**config.mk**
```make
export PLATFORM = sky130hd
export DESIGN_NAME = fc_enum_ctrl
export DESIGN_NICKNAME = d
export VERILOG_FILES = /design/src/rtl/fc_enum_pkg.sv /design/src/rtl/fc_ffs32.sv /design/src/rtl/fc_enum_ctrl.sv
export SDC_FILE = /design/constraint.sdc
export NUM_CORES = 1
export LEC_CHECK = 0
export ABC_AREA = 1
export ABC_CLOCK_PERIOD_IN_PS = 7550
export CAP_MARGIN = 20
export CORE_AREA = 10 10 147 149
export CTS_BUF_LIST = sky130_fd_sc_hd__clkbuf_16
export DETAILED_ROUTE_END_ITERATION = 10
export DIE_AREA = 0 0 157 159
export PLACE_DENSITY_LB_ADDON = 0.3
export SLEW_MARGIN = 30
export SYNTH_ARGS = -nofsm -noshare
export SYNTH_HDL_FRONTEND = slang
export SYNTH_HIERARCHICAL = 1
export SYNTH_SLANG_ARGS = --single-unit
```
**constraint.sdc**
```tcl
create_clock -name CLK -period 7.55 [get_ports CLK]
set_input_delay 2.265 -clock CLK [delete_from_list [all_inputs] [get_ports CLK]]
set_output_delay 2.265 -clock CLK [all_outputs]
set_load 0.005 [all_outputs]
```
**src/rtl/fc_enum_pkg.sv**
```systemverilog
`default_nettype none
// ============================================================================
// Module   : fc_enum_pkg
// Brief    : Shared constants and types for the Crypto-1 Fc candidate sequencer.
// Revision : 1.0
// ============================================================================
package fc_enum_pkg;

    localparam int FC_IN_W  = 5;
    localparam int FC_CNT_W = 6;

    // Fc truth table: bit x is the filter output for 5-bit input x.
    localparam logic [31:0] FC_FN = 32'hEC57E80A;

    typedef enum logic [0:0] {
        IDLE = 1'b0,
        EMIT = 1'b1
    } fc_enum_state_t;

endpackage : fc_enum_pkg
`default_nettype wire

```
**src/rtl/fc_ffs32.sv**
```systemverilog
`default_nettype none
// ============================================================================
// Module   : fc_ffs32
// Brief    : Combinational find-first-set at or above a start index, with a
//            flag telling whether another set bit lies above the result.
// Revision : 1.0
// ============================================================================
module fc_ffs32
    import fc_enum_pkg::*;
(
    input  logic [31:0]        vec,
    input  logic [FC_IN_W-1:0] start,
    output logic               found,
    output logic [FC_IN_W-1:0] idx,
    output logic               more
);

    logic [31:0] w_masked;
    logic [31:0] w_above;

    always_comb begin
        w_masked = vec & ~((32'h1 << start) - 32'h1);
        found    = |w_masked;
        idx      = '0;
        for (int i = 31; i >= 0; i--) begin
            if (w_masked[i]) begin
                idx = FC_IN_W'(i);
            end
        end
        // For idx==31 the shift wraps to zero and the mask collapses to zero.
        w_above = w_masked & ~((32'h2 << idx) - 32'h1);
        more    = |w_above;
    end

endmodule : fc_ffs32
`default_nettype wire

```
**src/rtl/fc_enum_ctrl.sv**
```systemverilog
`default_nettype none
// ============================================================================
// Module   : fc_enum_ctrl
// Brief    : Streams every Fc input x with FN[x]==REQ_BIT in ascending order
//            under valid/ready, then pulses DONE with the match count.
// Revision : 1.0
// ============================================================================
module fc_enum_ctrl
    import fc_enum_pkg::*;
#(
    parameter logic [31:0] FN = FC_FN
) (
    input  logic                CLK,
    input  logic                RESETn,
    input  logic                REQ_VALID,
    output logic                REQ_READY,
    input  logic                REQ_BIT,
    input  logic                ABORT,
    output logic                CAND_VALID,
    input  logic                CAND_READY,
    output logic [FC_IN_W-1:0]  CAND,
    output logic [FC_IN_W-1:0]  CAND_IDX,
    output logic                CAND_LAST,
    output logic                DONE,
    output logic [FC_CNT_W-1:0] COUNT,
    output logic                BUSY
);

    fc_enum_state_t        r_state;
    logic [31:0]           r_mask;
    logic [FC_IN_W-1:0]    r_cand;
    logic [FC_IN_W-1:0]    r_idx;
    logic                  r_last;
    logic                  r_done;
    logic [FC_CNT_W-1:0]   r_count;

    logic [31:0]           w_req_mask;
    logic                  w_first_found;
    logic [FC_IN_W-1:0]    w_first_idx;
    logic                  w_first_more;
    logic                  w_next_found;
    logic [FC_IN_W-1:0]    w_next_idx;
    logic                  w_next_more;
    logic [FC_IN_W-1:0]    w_next_start;
    logic                  w_handshake;

    assign w_req_mask   = REQ_BIT ? FN : ~FN;
    // Only consulted while CAND_LAST is low, so r_cand < 31 and this never wraps.
    assign w_next_start = r_cand + FC_IN_W'(1);

    fc_ffs32 u_ffs_first (
        .vec   (w_req_mask),
        .start ('0),
        .found (w_first_found),
        .idx   (w_first_idx),
        .more  (w_first_more)
    );

    fc_ffs32 u_ffs_next (
        .vec   (r_mask),
        .start (w_next_start),
        .found (w_next_found),
        .idx   (w_next_idx),
        .more  (w_next_more)
    );

    assign REQ_READY   = (r_state == IDLE);
    assign BUSY        = !REQ_READY;
    assign CAND_VALID  = (r_state == EMIT);
    assign w_handshake = CAND_VALID && CAND_READY;

    assign CAND      = r_cand;
    assign CAND_IDX  = r_idx;
    assign CAND_LAST = r_last;
    assign DONE      = r_done;
    assign COUNT     = r_count;

    always_ff @(posedge CLK or negedge RESETn) begin
        if (!RESETn) begin
            r_state <= IDLE;
            r_mask  <= '0;
            r_cand  <= '0;
            r_idx   <= '0;
            r_last  <= 1'b0;
            r_done  <= 1'b0;
            r_count <= '0;
        end else begin
            r_done <= 1'b0;
            case (r_state)
                IDLE: begin
                    if (REQ_VALID) begin
                        r_mask <= w_req_mask;
                        if (!w_first_found) begin
                            r_done  <= 1'b1;
                            r_count <= '0;
                        end else begin
                            r_cand  <= w_first_idx;
                            r_idx   <= '0;
                            r_last  <= !w_first_more;
                            r_state <= EMIT;
                        end
                    end
                end
                EMIT: begin
                    // ABORT wins over completion: the sweep ends silently.
                    if (ABORT) begin
                        r_state <= IDLE;
                    end else if (w_handshake) begin
                        if (r_last) begin
                            r_state <= IDLE;
                            r_done  <= 1'b1;
                            r_count <= FC_CNT_W'(r_idx) + FC_CNT_W'(1);
                        end else if (w_next_found) begin
                            r_cand <= w_next_idx;
                            r_idx  <= r_idx + FC_IN_W'(1);
                            r_last <= !w_next_more;
                        end
                    end
                end
                default: r_state <= IDLE;
            endcase
        end
    end

endmodule : fc_enum_ctrl
`default_nettype wire

```
==> results_dict.tcl <==
set metrics [dict create \
    status "complete, no violations" \
    num_vias 7871 \
    slew_violations 0 \
    wl_um 21860 \
    design_area_um2 7207 \
    clk_pin_slew_ps 60 \
    via_per_inst 5.114 \
    final_common_cell "nand2_1" \
    io_pins 27 \
    grt_pass1_vias 7146 \
    synth_warnings 6 \
    grt_first_pass_wirelength_um 35520 \
    die_area_um2 24960 \
    antenna_left 0 \
    min_period_over_period_pct 87.84 \
    worst_path_most_repeated_cell "nand2_1" \
    crit_type "in -> reg" \
    rsz0062_at_grt "false" \
    syn_inst 1269 \
    ys_types 59 \
    drc 0 \
    postCtsSetupRepairBufs 0 \
    synthFlopType "dfrtp_1" \
    cpPeakStageDelay_ps 640 \
    cts_buffers 3 \
    initial_core_util_pct 35.58 \
    diodes 0 \
    antenna_found_initial 0 \
    cts_sinks 21 \
    final_cell_mix "nand2_1 (409), nor2_1 (205), inv_1 (179)" \
    tritoncts "yes" \
    setup_viol 0 \
    layout.nets 1318 \
    synth_edf_count 0 \
    fin_ws_ps 917.9 \
    hp-class "reg -> reg" \
    clk_latency_ps 250 \
    drive_gt1_share_pct 12.34 \
    drtIter0Drc 731 \
    final_core_util_pct 38.79 \
    crit_path_start_kind "input pin" \
    timing.final.crit_period_ps 6632 \
    synthToLayoutAreaGrowth_pct 9.008 \
    hold_viol 0 \
    core_area_um2 18580 \
    grt_usage_pct 16.74 \
    gp_congestion 1.005 \
    critPathMaxFanout 20 \
    grt-ovfl-total 0 \
    cp_slowest_cell "clkdlybuf4s50_1" \
    wl_per_cell_um 14.20 \
    worst_slew_pin_slew_ps 769.1 \
    die_y_um 159 \
    dp_hpwl_um 18210 \
    cts_max_level 1 \
    rows 50 \
    ctsResizeCount 0 \
    postSynthAreaPerCell_um2 5.210 \
    grt_max_degree 22 \
    synth_area_um2 6611 \
    ys_seq_area_share_pct 7.949 \
    ys_seq_elements 21 \
    drt_first_pass_iters 5 \
    die_x_um 157 \
    skew_ps 5.102 \
    portBuffers 26 \
    post-place-ws_ps 715.9 \
    fill_cells 2102 \
    root_buffer "clkbuf_16" \
    fmax_ghz 0.1508 \
    worst_ep_required_time_ps 7740 \
    crit_path_end_kind "flip-flop" \
    cts_hold_buf 0 \
    async_reset_ff_share_pct 100.0 \
    cts_buffer_depth 2 \
    finalSetupTns_ps 0 \
    place_area_um2 7127 \
    drv_cap 0 \
    timing.slew.headroom_pct 48.54 \
    arrival_ps 6820 \
]
-- final timing paths --
kind | start | slack, ps | depth (start not counted) | endpoint
worst max-delay path | REQ_BIT | 920 | 48 | CAND_LAST$_DFFE_PN0P_
worst min-delay path | COUNT[2]$_DFFE_PN0P_ | 510 | 2 | COUNT[2]$_DFFE_PN0P_
worst max register to register | CAND[0]$_DFFE_PN0P_ | 1000 | 49 | CAND_LAST$_DFFE_PN0P_
worst min register to register | COUNT[2]$_DFFE_PN0P_ | 510 | 2 | COUNT[2]$_DFFE_PN0P_
max in group asynchronous | RESETn | 5250 | 1 | r_mask[30]$_DFFE_PN0P_
min in group asynchronous | RESETn | 1970 | 1 | CAND_IDX[2]$_DFFE_PN0P_
-- through the flow --
| step | hold slack [ps] | cells |
|---|---|---|
| 3_3_place_gp | 492.7 | 1535 |
| 5_1_grt | 548.5 | 1539 |
| 4_1_cts | 516.4 | 1539 |
| 2_1_floorplan | 501.3 | 1286 |
| 3_5_place_dp | 502.5 | 1535 |
| 6_report | 509.3 | 1539 |
-- state kept, by name, summed over array words and instances, names as in the netlist --
name       flops
DONE           1
CAND_LAST      1
CAND           5
CAND_IDX       5
r_mask         2
BUSY           1
COUNT          6
-- worst max-delay path: cells and delay by family --
family	cells	cell delay [ps]
AO/OA/AOI/OAI	1	180
adder cells (fa/ha/maj)	1	240
buffers and inverters	1	640
AND/OR/NAND/NOR	45	3460
-- Yosys cell counts, types with 2 or more instances --
master / count / share of area [%]
o21ai_1: 13 / 0.98
nor2_2: 22 / 2.1
inv_2: 22 / 1.2
and2_1: 2 / 0.19
clkbuf_1: 5 / 0.28
nand3_2: 19 / 2.9
nand2_1: 409 / 23
nor2_8: 5 / 1.5
nand2_4: 10 / 1.7
nand2_2: 23 / 2.2
nor2_4: 15 / 2.6
buf_6: 9 / 1.5
a31oi_1: 2 / 0.19
a311oi_1: 2 / 0.26
a21oi_2: 3 / 0.40
nand3_1: 127 / 9.6
nor3_2: 4 / 0.61
dfrtp_1: 21 / 7.9
nand4_4: 2 / 0.64
o2111ai_1: 6 / 0.79
o21bai_1: 4 / 0.45
nand4_2: 6 / 1.1
o21ai_0: 25 / 1.9
inv_4: 4 / 0.38
nor4_1: 2 / 0.19
o211ai_1: 3 / 0.34
ha_1: 6 / 1.1
buf_2: 7 / 0.53
inv_1: 179 / 10
nor2_1: 205 / 12
nand4_1: 32 / 3.0
nor3_1: 13 / 0.98
buf_4: 2 / 0.23
nand3b_1: 10 / 1.1
o31ai_1: 2 / 0.23
xnor2_1: 2 / 0.26
xor2_1: 2 / 0.26
a41oi_1: 3 / 0.40
a21oi_1: 20 / 1.5
o41ai_1: 2 / 0.26
-- cells by family (layout without fill, tap and decap cells) --
kind of cell / after synthesis / count (layout) / share of synthesized area (%)
AO/OA/AOI/OAI: 92 / 92 / 8.763
XOR/XNOR: 4 / 4 / 0.5300
adder cells (fa/ha/maj): 6 / 6 / 1.135
buffers and inverters: 231 / 250 / 14.95
flip-flops: 21 / 21 / 7.948
other: 1 / 18 / 0.05672
AND/OR/NAND/NOR: 914 / 914 / 66.62
-- routing by layer --
metal | wire length, µm | part of all wire (%) | GRT usage (%)
met4 | 610 | 2.8 | 4.807
met3 | 904 | 4.1 | 1.052
met2 | 10930 | 50 | 30.63
met5 | 0 | 0 | 0
met1 | 9418 | 43 | 20.26
-- cell type report --
class / count / area [µm²] / share of cell area, %
Clock buffer: 3 / 75.07 / 1.042
Clock inverter: 1 / 5.005 / 0.06944
Timing Repair Buffer: 41 / 367.9 / 5.104
Multi-Input combinational cell: 1034 / 5161 / 71.61
Inverter: 205 / 779.5 / 10.82
Tap cell: 234 / 292.8 / 4.063
Sequential cell: 21 / 525.5 / 7.292
Power is not shown: default switching activity piles up to over one toggle a cycle in this logic, so the estimate is an artifact.
